[config.mk]
export PLATFORM = sky130hd
export DESIGN_NAME = irda_fir_tx_frame_ctrl_flat
export DESIGN_NICKNAME = d
export VERILOG_FILES = /design/src/rtl/irda_fir_tx_frame_ctrl_if.sv /design/src/rtl/irda_fir_tx_frame_ctrl.sv /design/src/flat_wrapper.sv
export SDC_FILE = /design/constraint.sdc
export NUM_CORES = 1
export LEC_CHECK = 0
export ABC_AREA = 1
export CORE_MARGIN = 2
export CORE_UTILIZATION = 51
export DETAILED_ROUTE_END_ITERATION = 16
export MAX_ROUTING_LAYER = met4
export PLACE_DENSITY = 0.85
export SETUP_SLACK_MARGIN = 0.02
export SYNTH_ARGS = -nofsm -noshare
export SYNTH_HDL_FRONTEND = slang
export SYNTH_SLANG_ARGS = --single-unit
[constraint.sdc]
create_clock -name clk -period 1.47 [get_ports clk]
set_input_delay 0.147 -clock clk [delete_from_list [all_inputs] [get_ports clk]]
set_output_delay 0.147 -clock clk [all_outputs]
set_load 0.1 [all_outputs]
[src/rtl/irda_fir_tx_frame_ctrl_if.sv]
// irda_fir_tx_frame_ctrl_if
// This interface bundles the strobe, control and chip-stream signals of the
// IrDA FIR transmit frame controller.
//
// Signals:
//   fir_tx8_enable  8 Mchip/s chip strobe (one clk wide)
//   fir_tx4_enable  4 Mbit/s bit strobe, coincides with every second chip strobe
//   tx_go           one-cycle frame start request
//   tx_abort        one-cycle abort request
//   data_last       high while the serializer presents the final data bit
//   ppm_i           chip from the 4PPM encoder
//   ppm_restart     one-cycle restart pulse to the 4PPM encoder
//   next_data_fir   bit-advance strobe to the serializer and encoder
//   fir_tx_o        registered chip stream to the LED driver
//   tx_busy         high whenever a frame is in progress
//   tx_done         one-cycle pulse on normal frame completion
//   tx_err          sticky odd-bit-count error
//
// Modports: master drives the requests and strobes (system side), slave is
// the frame controller.
interface irda_fir_tx_frame_ctrl_if;
  logic fir_tx8_enable;
  logic fir_tx4_enable;
  logic tx_go;
  logic tx_abort;
  logic data_last;
  logic ppm_i;
  logic ppm_restart;
  logic next_data_fir;
  logic fir_tx_o;
  logic tx_busy;
  logic tx_done;
  logic tx_err;

  modport master (
    output fir_tx8_enable, fir_tx4_enable, tx_go, tx_abort, data_last, ppm_i,
    input  ppm_restart, next_data_fir, fir_tx_o, tx_busy, tx_done, tx_err
  );

  modport slave (
    input  fir_tx8_enable, fir_tx4_enable, tx_go, tx_abort, data_last, ppm_i,
    output ppm_restart, next_data_fir, fir_tx_o, tx_busy, tx_done, tx_err
  );
endinterface

[src/rtl/irda_fir_tx_frame_ctrl.sv]
// irda_fir_tx_frame_ctrl
// This module sequences one IrDA FIR (4 Mbit/s, 4PPM) transmit frame. A frame is
// built from PREAMBLE_REPS preamble symbols, a start flag, the 4PPM data chips,
// DRAIN_CHIPS trailing encoder chips and a stop flag. All chip output changes
// happen on fir_tx8_enable, except an abort, which forces the line low at once.
//
// Parameters:
//   PREAMBLE_REPS  number of 16-chip preamble symbols (1..31)
//   DRAIN_CHIPS    chips passed through after the last data bit (1..31)
//
// Ports:
//   clk       system clock, rising edge
//   wb_rst_i  asynchronous active-high reset
//   bus       irda_fir_tx_frame_ctrl_if.slave (strobes, requests, chip stream,
//             status)
module irda_fir_tx_frame_ctrl #(
  parameter int PREAMBLE_REPS = 16,
  parameter int DRAIN_CHIPS   = 8
) (
  input logic                     clk,
  input logic                     wb_rst_i,
  irda_fir_tx_frame_ctrl_if.slave bus
);

  localparam logic [15:0] PREAMBLE_PAT = 16'h80A8;
  localparam logic [31:0] START_PAT    = 32'h0C0C_6060;
  localparam logic [31:0] STOP_PAT     = 32'h0C0C_0606;
  localparam logic [4:0]  REP_LAST     = 5'(PREAMBLE_REPS - 1);
  localparam logic [4:0]  DRAIN_LAST   = 5'(DRAIN_CHIPS - 1);

  typedef enum logic [2:0] {
    IDLE,
    PREAMBLE,
    START,
    DATA,
    DRAIN,
    STOP
  } state_t;

  state_t     state;
  logic [4:0] chip_cnt;
  logic [4:0] rep_cnt;
  logic       bit_odd;
  logic       fir_tx;
  logic       ppm_restart;
  logic       tx_done;
  logic       tx_err;
  logic       next_data;
  logic [3:0] pre_idx;
  logic [4:0] flag_idx;

  // Patterns are sent MSB first, so the chip counter indexes from the top.
  assign pre_idx  = 4'd15 - chip_cnt[3:0];
  assign flag_idx = 5'd31 - chip_cnt;

  // The bit advance must reach the serializer in the same cycle as the bit
  // strobe, so it is not registered.
  assign next_data = bus.fir_tx4_enable && (state == DATA);

  assign bus.next_data_fir = next_data;
  assign bus.fir_tx_o      = fir_tx;
  assign bus.ppm_restart   = ppm_restart;
  assign bus.tx_done       = tx_done;
  assign bus.tx_err        = tx_err;
  assign bus.tx_busy       = (state != IDLE);

  always_ff @(posedge clk or posedge wb_rst_i) begin
    if (wb_rst_i) begin
      state       <= IDLE;
      chip_cnt    <= 5'd0;
      rep_cnt     <= 5'd0;
      bit_odd     <= 1'b0;
      fir_tx      <= 1'b0;
      ppm_restart <= 1'b0;
      tx_done     <= 1'b0;
      tx_err      <= 1'b0;
    end else begin
      ppm_restart <= 1'b0;
      tx_done     <= 1'b0;
      // Abort overrides everything, including a simultaneous tx_go, and does
      // not wait for a chip strobe to silence the line.
      if (state != IDLE && bus.tx_abort) begin
        state       <= IDLE;
        chip_cnt    <= 5'd0;
        rep_cnt     <= 5'd0;
        fir_tx      <= 1'b0;
        ppm_restart <= 1'b1;
      end else begin
        case (state)
          IDLE: begin
            if (bus.fir_tx8_enable) fir_tx <= 1'b0;
            if (bus.tx_go && !bus.tx_abort) begin
              state       <= PREAMBLE;
              chip_cnt    <= 5'd0;
              rep_cnt     <= 5'd0;
              bit_odd     <= 1'b0;
              tx_err      <= 1'b0;
              ppm_restart <= 1'b1;
            end
          end
          PREAMBLE: begin
            if (bus.fir_tx8_enable) begin
              fir_tx <= PREAMBLE_PAT[pre_idx];
              if (chip_cnt == 5'd15) begin
                chip_cnt <= 5'd0;
                if (rep_cnt == REP_LAST) begin
                  rep_cnt <= 5'd0;
                  state   <= START;
                end else begin
                  rep_cnt <= rep_cnt + 5'd1;
                end
              end else begin
                chip_cnt <= chip_cnt + 5'd1;
              end
            end
          end
          START: begin
            if (bus.fir_tx8_enable) begin
              fir_tx <= START_PAT[flag_idx];
              if (chip_cnt == 5'd31) begin
                chip_cnt <= 5'd0;
                state    <= DATA;
              end else begin
                chip_cnt <= chip_cnt + 5'd1;
              end
            end
          end
          DATA: begin
            if (bus.fir_tx8_enable) fir_tx <= bus.ppm_i;
            // bit_odd low here means the bit being taken is the 1st, 3rd, ...
            if (next_data) begin
              bit_odd <= ~bit_odd;
              if (bus.data_last) begin
                state    <= DRAIN;
                chip_cnt <= 5'd0;
                if (!bit_odd) tx_err <= 1'b1;
              end
            end
          end
          DRAIN: begin
            if (bus.fir_tx8_enable) begin
              fir_tx <= bus.ppm_i;
              if (chip_cnt == DRAIN_LAST) begin
                chip_cnt <= 5'd0;
                state    <= STOP;
              end else begin
                chip_cnt <= chip_cnt + 5'd1;
              end
            end
          end
          STOP: begin
            if (bus.fir_tx8_enable) begin
              fir_tx <= STOP_PAT[flag_idx];
              if (chip_cnt == 5'd31) begin
                chip_cnt <= 5'd0;
                state    <= IDLE;
                tx_done  <= 1'b1;
              end else begin
                chip_cnt <= chip_cnt + 5'd1;
              end
            end
          end
          default: begin
            state    <= IDLE;
            chip_cnt <= 5'd0;
            rep_cnt  <= 5'd0;
            fir_tx   <= 1'b0;
          end
        endcase
      end
    end
  end

endmodule

[src/flat_wrapper.sv]
// flat-port wrapper written by rule: the top's interface ports become plain ports
module irda_fir_tx_frame_ctrl_flat 
#(
  parameter int PREAMBLE_REPS = 16,
  parameter int DRAIN_CHIPS   = 8
)
  (clk, wb_rst_i, bus_fir_tx8_enable, bus_fir_tx4_enable, bus_tx_go, bus_tx_abort, bus_data_last, bus_ppm_i, bus_ppm_restart, bus_next_data_fir, bus_fir_tx_o, bus_tx_busy, bus_tx_done, bus_tx_err);
  irda_fir_tx_frame_ctrl_if bus_i ();
  input logic clk;
  input logic wb_rst_i;
  input wire logic [$bits(bus_i.fir_tx8_enable)-1:0] bus_fir_tx8_enable;
  input wire logic [$bits(bus_i.fir_tx4_enable)-1:0] bus_fir_tx4_enable;
  input wire logic [$bits(bus_i.tx_go)-1:0] bus_tx_go;
  input wire logic [$bits(bus_i.tx_abort)-1:0] bus_tx_abort;
  input wire logic [$bits(bus_i.data_last)-1:0] bus_data_last;
  input wire logic [$bits(bus_i.ppm_i)-1:0] bus_ppm_i;
  output wire logic [$bits(bus_i.ppm_restart)-1:0] bus_ppm_restart;
  output wire logic [$bits(bus_i.next_data_fir)-1:0] bus_next_data_fir;
  output wire logic [$bits(bus_i.fir_tx_o)-1:0] bus_fir_tx_o;
  output wire logic [$bits(bus_i.tx_busy)-1:0] bus_tx_busy;
  output wire logic [$bits(bus_i.tx_done)-1:0] bus_tx_done;
  output wire logic [$bits(bus_i.tx_err)-1:0] bus_tx_err;
  assign bus_i.fir_tx8_enable = bus_fir_tx8_enable;
  assign bus_i.fir_tx4_enable = bus_fir_tx4_enable;
  assign bus_i.tx_go = bus_tx_go;
  assign bus_i.tx_abort = bus_tx_abort;
  assign bus_i.data_last = bus_data_last;
  assign bus_i.ppm_i = bus_ppm_i;
  assign bus_ppm_restart = bus_i.ppm_restart;
  assign bus_next_data_fir = bus_i.next_data_fir;
  assign bus_fir_tx_o = bus_i.fir_tx_o;
  assign bus_tx_busy = bus_i.tx_busy;
  assign bus_tx_done = bus_i.tx_done;
  assign bus_tx_err = bus_i.tx_err;
  irda_fir_tx_frame_ctrl #(.PREAMBLE_REPS(PREAMBLE_REPS), .DRAIN_CHIPS(DRAIN_CHIPS)) u_core (.clk(clk), .wb_rst_i(wb_rst_i), .bus(bus_i));
endmodule
==> results.yml, run 1 <==
outcome:
  status: "finished, violations left"
  violations: "negative setup slack"
drt:
  drtPass1Iterations: 4
  wl_um: 5090
  drc: 0
  ant_nets: 0
  drt-initial-drc-count: 144
  routedWlPerCell_um: 17.5
  vias_per_cell: 5.81
  num_vias: 1684
timing:
  hold_violations: 0
  setup_viol: 17
  clock.fmax_mhz: 615
  rsz0062_at_grt: "yes"
  worstMarginPinSlew_ns: 0.429
  post-route-period-util: 1.11
  slew_viol_final: 0
  layout_setup_ws_ns: -0.157
  fin_setup_tns_ns: -1.82
  worst_clock_skew_ns: 0.00725
  max_slew_margin: 0.714
  min_period_ns: 1.63
global_route:
  grt_max_degree: 19
  grt_overflow: 0
  grt_use_total: 0.283
  antenna_found_initial: 0
  grt_pass1_wl_um: 6960
  grt_pass1_vias: 1477
die:
  start_util: 0.536
  io_pins: 14
  die_w_um: 57.6
  coreArea_um2: 2730
  die_y_um: 57.6
  dieArea_um2: 3320
  placementRows: 19
setup_path:
  crit_type: "reg2reg"
  critPathRequiredTime_ns: 1.68
  crit_chain: "nor2_4 -> buf_12 -> nand4_1 -> nand2_2 -> clkinv_4 -> nand3_4 -> inv_2 -> nand2_1 -> o21ai_1"
  max_stage_delay_ns: 0.48
  crit_slowest_cell: "dfrtp_2"
  end_kind: "flop"
  startpoint_type: "flop"
  crit_fanout: 8
  cp_data_arrival_time_ns: 1.84
placement:
  port_buffers: 13
  dp_hpwl_um: 2740
  gp_congestion: 0.913
  place_area_um2: 1870
clocking:
  clk_pin_slew_worst_paths_ns: 0.12
  clock_path_buffers: 2
  cts-root-buf: "clkbuf_4"
  holdBufCountCts: 0
  numCtsBuffers: 3
  cts_sinks: 18
  htree_num_levels: 1
  clk_latency_ns: 0.32
  cts_tree: "built"
yosys:
  avgSynthCellArea_um2: 7.11
  seq_area_frac_synth: 0.307
  synthAdderAreaFrac: 0.0342
  synth_area_um2: 1470
  syn-num-nets: 218
  synth_top_family_by_area: "simple AND/OR/NAND/NOR gates"
  yosys.area_share.simple: 0.468
  syn_inst: 206
  yosys_warnings: 0
  ys_ff_latch: 18
  ys_types: 29
  synth_xor_area_frac: 0.00598
  synth_compound_area_frac: 0.0863
  synth.area.mux_share: 0
pwr:
  p_per_area_nw_per_um2: 2190
  p_leak_nw: 1.09
  peakVddDrop_uv: 2330
layout:
  final-seq-area_um2: 454
  final_cell_area_um2: 2240
  final_layout_size_suffix_gt1_frac: 0.475
  multi_input_area_um2: 1080
  n_antenna_cell: 0
  final_nets: 272
  area_delta_synth_final_pct: 53.2
  fillers: 164
worst_hold_path:
  hold_path.class: "in2async"
flow_run:
  maxCapViolCount: 0
[registers in the layout, summed over array words and instances (netlist names)]
signal,flops
u_core.chip_cnt,5
u_core.bus.tx_err,1
u_core.bus.tx_done,1
u_core.rep_cnt,5
u_core.bus.fir_tx_o,1
u_core.bit_odd,1
u_core.bus.ppm_restart,1
u_core.state,3
[kinds of logic (layout without fill, tap and decap cells)]
| family | count (synthesis) | count (layout) |
|---|---|---|
| AO/OA/AOI/OAI | 23 | 23 |
| adder cells (fa/ha/maj) | 4 | 4 |
| XOR/XNOR | 1 | 1 |
| AND/OR/NAND/NOR | 125 | 125 |
| flip-flops | 18 | 18 |
| buffers and inverters | 35 | 88 |
[through the flow]
stage / worst slack [ns] / std cells / utilization / power, W / hold WS, ns
after global routing: -0.213 / 290 / 0.821 / 0.00518 / 0.144
final: -0.157 / 290 / 0.821 / 0.00492 / 0.131
after detailed placement: -0.0802 / 271 / 0.686 / 0.00367 / 0.482
after global placement: -0.0575 / 271 / 0.686 / 0.00360 / 0.482
after floorplan: 0.0204 / 206 / - / 0.00278 / 0.0856
after CTS: -0.0546 / 283 / 0.755 / 0.00438 / 0.144
[area by class of cell]
| cell class | count | area share |
|---|---|---|
| flip-flops and latches | 18 | 0.202 |
| inverters | 32 | 0.0591 |
| clock buffers | 4 | 0.0162 |
| well taps | 31 | 0.0173 |
| multi-input cells | 153 | 0.479 |
| repair buffers | 52 | 0.226 |
[power breakdown]
| part | leakage (nW) | switching (W) | internal [W] |
|---|---|---|---|
| combinational | 0.832 | 0.00231 | 0.00150 |
| clock | 0.0210 | 0.000181 | 0.000152 |
| sequential | 0.237 | 0.000151 | 0.000625 |
| total | 1.09 | 0.00265 | 0.00227 |
[per-layer routing]
| layer | global-route usage | wire [um] |
|---|---|---|
| met1 | 0.361 | 1910 |
| met2 | 0.453 | 2690 |
| met3 | 0.0295 | 290 |
| met4 | 0.126 | 197 |
| met5 | - | 0 |
[placed cells by master, fill, tap and decap left out, drive strengths merged]
cell type / instances
clkdlybuf4s50: 7
dfrtp: 18
nor2: 16
nand4: 3
ha: 4
clkinv: 1
nand2: 66
clkbuf: 4
nor4: 1
or2: 1
buf: 45
nand3: 38
inv: 31
xor2: 1
o21ai: 16
a21oi: 7
[Yosys cell counts (all sizes together)]
| cell type | n | share of area |
|---|---|---|
| nand2 | 66 | 0.22 |
| nand3 | 38 | 0.15 |
| inv | 30 | 0.079 |
| dfrtp | 18 | 0.31 |
| nor2 | 16 | 0.069 |
| o21ai | 16 | 0.055 |
| a21oi | 7 | 0.032 |
| ha | 4 | 0.034 |
| nand4 | 3 | 0.013 |
| buf | 2 | 0.0085 |
| clkinv | 2 | 0.0085 |
| clkbuf | 1 | 0.0026 |
| nor4 | 1 | 0.0043 |
| or2 | 1 | 0.0043 |
| xor2 | 1 | 0.0060 |
[worst max-delay path: cells and delay by family (launching register included)]
family / cells / cell delay (ns)
buf+inv: 3 / 0.29
simple gates: 5 / 0.68
compound gates: 1 / 0.05
flops: 1 / 0.48
[what timing repair did]
action	4_1_cts	5_1_grt
gates resized for setup	23	35
setup buffers	8	7
endpoints found under the setup margin	14	19
endpoints found under the hold margin	0	0
pin swaps	21	15
[path summary, 6_finish.rpt]
check	startpoint	to	slack (ns)	cells past startpoint
max in group asynchronous	wb_rst_i	u_core.state[2]	1.13	3
min	wb_rst_i	u_core.state[0]	0.13	3
max	u_core.state[2]	u_core.rep_cnt[0]	-0.16	9
min in group clk	bus_ppm_i	u_core.bus.fir_tx_o	0.51	5
max reg2reg	u_core.state[2]	u_core.rep_cnt[0]	-0.16	9
min reg2reg	u_core.rep_cnt[4]	u_core.rep_cnt[4]	0.53	2
Power figures use the tool's default switching activity.
==> run 2: changes to the inputs <==
--- a/config.mk
+++ b/config.mk
@@ -7,10 +7,11 @@
 export LEC_CHECK = 0
 export ABC_AREA = 1
 export CORE_MARGIN = 2
-export CORE_UTILIZATION = 51
+export CORE_UTILIZATION = 57
 export DETAILED_ROUTE_END_ITERATION = 16
+export DONT_BUFFER_PORTS = 1
 export MAX_ROUTING_LAYER = met4
-export PLACE_DENSITY = 0.85
+export PLACE_DENSITY = 0.72
 export SETUP_SLACK_MARGIN = 0.02
 export SYNTH_ARGS = -nofsm -noshare
 export SYNTH_HDL_FRONTEND = slang
==> results.yml, run 2 (synthesis gave the netlist of run 1 again) <==
layout:
  mostFrequentLayoutCell: "nand2_1"
  final_cell_area_um2: 2000
  final_cell_mix: "38 x nand2_1, 31 x buf_4, 26 x nand3_1, 21 x inv_1, 20 x nand2_2"
  final_layout_size_suffix_gt1_frac: 0.449
  fin_cells: 275
  n_antenna_cell: 0
  final_nets: 259
  area_delta_synth_final_pct: 36.4
  largestRegisters: "u_core.chip_cnt x5, u_core.rep_cnt x5, u_core.state x3"
timing:
  setup_viol: 13
  layout_setup_ws_ns: -0.0861
  clock.fmax_mhz: 643
  worst_clock_skew_ns: 0.00154
  post-route-period-util: 1.06
  worstMarginPinSlew_ns: 0.735
  slew_viol_final: 0
  min_period_ns: 1.56
  max_slew_margin: 0.509
  hold_violations: 0
  rsz0062_at_grt: "yes"
global_route:
  grt_overflow: 0
  grt_use_total: 0.335
  antenna_found_initial: 0
  grt_pass1_vias: 1538
  grt_max_degree: 19
  grt_pass1_wl_um: 6980
pwr:
  seq_power_share: 0.173
  peakVddDrop_uv: 2080
  p_per_area_nw_per_um2: 2270
  p_leak_nw: 1.00
  pwr-share-clk: 0.054
  power.switching_w: 0.00253
  comb_power_share: 0.773
  p_int_w: 0.00202
  switching_share: 0.556
drt:
  drtPass1Iterations: 4
  vias_per_cell: 5.75
  num_vias: 1581
  wl_um: 4430
  drc: 0
  drt-initial-drc-count: 65
  routedWlPerCell_um: 16.1
  ant_nets: 0
setup_path:
  r2r_start: "u_core.state[2]"
  max_stage_delay_ns: 0.46
  rrSetupSlack_ns: -0.09
  crit_type: "reg2reg"
  r2r_cells: 7
  crit_chain: "inv_2 -> nand3_4 -> buf_4 -> or2_1 -> a21oi_1 -> nand3_1 -> a21oi_2"
  critPathRequiredTime_ns: 1.71
  reg2reg_to: "u_core.bus.tx_err"
  startpoint_type: "flop"
  crit_slowest_cell: "dfrtp_2"
  cp_data_arrival_time_ns: 1.79
  end_kind: "flop"
  crit_fanout: 5
clocking:
  htree_num_levels: 1
  cts_sinks: 18
  numCtsBuffers: 3
  cts_tree: "built"
  clk_latency_ns: 0.30
  clk_pin_slew_worst_paths_ns: 0.09
  clock_path_buffers: 2
  cts-root-buf: "clkbuf_4"
die:
  dieArea_um2: 2990
  placementRows: 18
  die_y_um: 54.7
  io_pins: 14
  coreArea_um2: 2450
  die_w_um: 54.7
  start_util: 0.597
outcome:
  status: "finished, violations left"
  violations: "negative setup slack"
worst_hold_path:
  min_from: "bus_tx_abort"
  hold_path_end: "u_core.bus.tx_done"
  hold_path.class: "in2reg"
  min_path_cells: 3
placement:
  place_area_um2: 1670
  dp_hpwl_um: 2710
  placed_cells: 253
  gp_congestion: 0.975
  port_buffers: 0
flow_run:
  maxCapViolCount: 0
-- run 2: cell count changes in the layout (fill, tap and decap cells not counted), sizes merged --
| cell | delta |
|---|---|
| buf | -8 |
| clkdlybuf4s50 | -7 |
| clkbuf | -1 |
| clkinv | +1 |
| dlygate4sd3 | +1 |
| inv | -1 |
| nand2 | +1 |
-- run 2: power by group through the flow --
stage	combinational [W]	clock [W]	sequential, W
3_3_place_gp	0.00257	0	0.000758
5_1_grt	0.00375	0.000270	0.000799
4_1_cts	0.00307	0.000252	0.000768
2_1_floorplan	0.00177	0	0.00100
6_report	0.00351	0.000246	0.000785
3_5_place_dp	0.00264	0	0.000766
-- run 2: final cells by class --
type | instances | area (um^2)
tap | 30 | 37.5
timing repair buffer | 38 | 328
sequential | 18 | 454
clock buffer | 3 | 22.5
multi-input combinational | 154 | 1020
fill | 163 | 457
inverter | 32 | 131
-- run 2: how the worst max path moves through the flow --
stage	start	to	slack [ns]	cells past startpoint
finish	u_core.state[2]	u_core.bus.tx_err	-0.09	7
global placement	u_core.state[2]	u_core.rep_cnt[0]	0.007	8
global route	u_core.state[1]	u_core.rep_cnt[0]	-0.17	8
CTS	u_core.state[2]	bus_next_data_fir	-0.02	5
floorplan	u_core.state[2]	u_core.state[1]	0.02	8
detailed placement	u_core.chip_cnt[0]	u_core.state[0]	-0.04	9
-- run 2: per-layer routing --
metal | wire, um | GRT usage
met5 | 0 | -
met3 | 249 | 0.0683
met2 | 2330 | 0.603
met1 | 1730 | 0.378
met4 | 114 | 0.0708
-- run 2: critical path, delay by kind of cell, from the launching register on --
family | cells | cell delay (ns)
AOI/OAI and AO/OA | 2 | 0.30
buffers and inverters | 2 | 0.27
DFF | 1 | 0.46
and+or+nand+nor | 3 | 0.45
-- run 2: timing repair --
item,in CTS,in global routing
buffers inserted,13,4
hold buffers,1,0
endpoints found under the setup margin,13,18
endpoints found under the hold margin,18,0
gates cloned,1,0
gates resized for setup,23,26
pin swaps,12,13
-- run 2: stage by stage --
| step | worst slack (ns) | utilization | hold slack (ns) | setup TNS, ns | total power (W) |
|---|---|---|---|---|---|
| finish | -0.0861 | 0.814 | 0.0683 | -0.627 | 0.00454 |
| global route | -0.167 | 0.814 | 0.0604 | -2.20 | 0.00482 |
| CTS | -0.0175 | 0.765 | 0.0179 | -0.0344 | 0.00409 |
| detailed placement | -0.0409 | 0.678 | 0.176 | -0.0475 | 0.00340 |
| global placement | 0.00694 | 0.678 | 0.171 | 0 | 0.00333 |
| floorplan | 0.0204 | - | 0.0856 | 0 | 0.00278 |
==> run 3: changes to the inputs <==
--- a/config.mk
+++ b/config.mk
@@ -6,13 +6,13 @@
 export NUM_CORES = 1
 export LEC_CHECK = 0
 export ABC_AREA = 1
+export CAP_MARGIN = 10
 export CORE_MARGIN = 2
 export CORE_UTILIZATION = 57
 export DETAILED_ROUTE_END_ITERATION = 16
 export DONT_BUFFER_PORTS = 1
 export MAX_ROUTING_LAYER = met4
 export PLACE_DENSITY = 0.72
-export SETUP_SLACK_MARGIN = 0.02
 export SYNTH_ARGS = -nofsm -noshare
 export SYNTH_HDL_FRONTEND = slang
 export SYNTH_SLANG_ARGS = --single-unit
==> results.yml, run 3 (synthesis gave the netlist of run 1 again) <==
placement:
  gp_congestion: 0.892
  port_buffers: 0
  place_area_um2: 1680
  dp_hpwl_um: 2700
  post-place-ws_ns: -0.108
clocking:
  cts-root-buf: "clkbuf_4"
  clk_pin_slew_worst_paths_ns: 0.11
  htree_num_levels: 1
  clock_path_buffers: 2
  numCtsBuffers: 3
  clk_latency_ns: 0.31
  cts_sinks: 18
  cts_tree: "built"
worst_hold_path:
  hold_path.class: "in2reg"
setup_path:
  end_kind: "flop"
  startpoint_type: "flop"
  critPathRequiredTime_ns: 1.67
  cp_common_cell: "nand2_2"
  cpLargestDelayFamily: "simple AND/OR/NAND/NOR gates"
  critPathBufInv: 3
  max_stage_delay_ns: 0.48
  crit_chain: "nor2_4 -> buf_6 -> nand3_1 -> nand2_2 -> clkinv_4 -> nand3_4 -> inv_2 -> nand2_2 -> o21ai_2"
  crit_type: "reg2reg"
  crit_slowest_cell: "dfrtp_2"
  cp_data_arrival_time_ns: 1.75
  crit_fanout: 8
drt:
  wl_met3_um: 181
  routedWlPerCell_um: 14.4
  wl_met2_um: 2000
  vias_per_cell: 5.52
  ant_nets: 0
  drtPass1Iterations: 5
  wl_met1_um: 1620
  highest_layer: "met4"
  drc: 0
  drt-initial-drc-count: 52
  wl_um: 3890
  num_vias: 1486
layout:
  final_cell_mix: "45 x nand2_1, 27 x nand3_1, 26 x buf_4, 23 x inv_1, 15 x dfrtp_1"
  largestRegisters: "u_core.chip_cnt x5, u_core.rep_cnt x5, u_core.state x3"
  n_antenna_cell: 0
  final_layout_size_suffix_gt1_frac: 0.393
  mostFrequentLayoutCell: "nand2_1"
  final_cell_area_um2: 1940
  area_delta_synth_final_pct: 32.5
  fin_util: 0.791
  final_nets: 252
  fillers: 173
timing:
  rsz0062_at_grt: "yes"
  max_slew_margin: 0.541
  min_period_ns: 1.55
  post-route-period-util: 1.05
  setup_viol: 14
  slew_viol_final: 0
  worst_clock_skew_ns: 0.00698
  clock.fmax_mhz: 647
  layout_setup_ws_ns: -0.0756
  worstMarginPinSlew_ns: 0.687
  hold_violations: 0
pwr:
  peakVddDrop_uv: 1740
  p_per_area_nw_per_um2: 2200
  p_leak_nw: 0.982
  p_int_w: 0.00194
  seq_power_share: 0.176
  comb_power_share: 0.749
  pwr-share-clk: 0.075
  finalPower_w: 0.00427
  power.switching_w: 0.00233
  switching_share: 0.545
die:
  start_util: 0.597
  die_y_um: 54.7
  coreArea_um2: 2450
  dieArea_um2: 2990
  die_w_um: 54.7
  io_pins: 14
  placementRows: 18
global_route:
  grt_pass1_wl_um: 6000
  grt_overflow: 0
  grt_use_total: 0.287
  antenna_found_initial: 0
  grt_max_degree: 19
  grt_pass1_vias: 1403
flow_run:
  maxCapViolCount: 0
outcome:
  violations: "negative setup slack"
  status: "finished, violations left"
-- run 3: final cells by class --
cell class,count,area (um^2),area share
tap,30,37.5,0.0193
sequential,18,454,0.234
clock buffer,4,36.3,0.0187
multi-input combinational,153,1000,0.515
timing repair buffer,32,283,0.146
inverter,32,130,0.0671
-- run 3: metrics by stage --
| step | hold slack (ns) | std cells | setup TNS (ns) |
|---|---|---|---|
| 5_1_grt | 0.0883 | 269 | -2.03 |
| 4_1_cts | 0.0640 | 269 | -0.252 |
| 6_report | 0.0628 | 269 | -0.658 |
| 3_5_place_dp | 0.179 | 254 | -0.495 |
| 3_3_place_gp | 0.167 | 254 | -0.0649 |
| 2_1_floorplan | 0.0856 | 206 | 0 |
-- run 3: worst paths after layout --
| path | end | cells past startpoint | from | slack [ns] |
|---|---|---|---|---|
| hold reg to reg | u_core.bit_odd | 2 | u_core.bit_odd | 0.51 |
| min in group asynchronous | u_core.bus.ppm_restart | 2 | wb_rst_i | 0.38 |
| setup / recovery | u_core.rep_cnt[0] | 9 | u_core.state[1] | -0.08 |
| hold / removal | u_core.bus.ppm_restart | 2 | bus_tx_go | 0.06 |
| max in group asynchronous | u_core.state[0] | 2 | wb_rst_i | 0.62 |
| setup reg to reg | u_core.rep_cnt[0] | 9 | u_core.state[1] | -0.08 |
-- run 3: per-layer routing --
| metal | GRT usage | up-vias |
|---|---|---|
| li1 | - | 732 |
| met4 | 0.100 | 0 |
| met5 | - | - |
| met3 | 0.0492 | 15 |
| met2 | 0.490 | 48 |
| met1 | 0.337 | 691 |
-- run 3: power groups by stage --
stage	clock network (W)	registers (W)	logic (W)
2_1_floorplan	0	0.00100	0.00177
3_3_place_gp	0	0.000752	0.00264
3_5_place_dp	0	0.000764	0.00270
4_1_cts	0.000323	0.000749	0.00304
5_1_grt	0.000343	0.000773	0.00344
6_report	0.000321	0.000752	0.00320
-- run 3: repair_timing --
action / in CTS / in global routing
gates resized for setup: 19 / 20
hold buffers: 1 / 0
endpoints found under the hold margin: 18 / 0
buffers inserted: 10 / 0
pin swaps: 18 / 12
setup endpoints to repair: 13 / 19
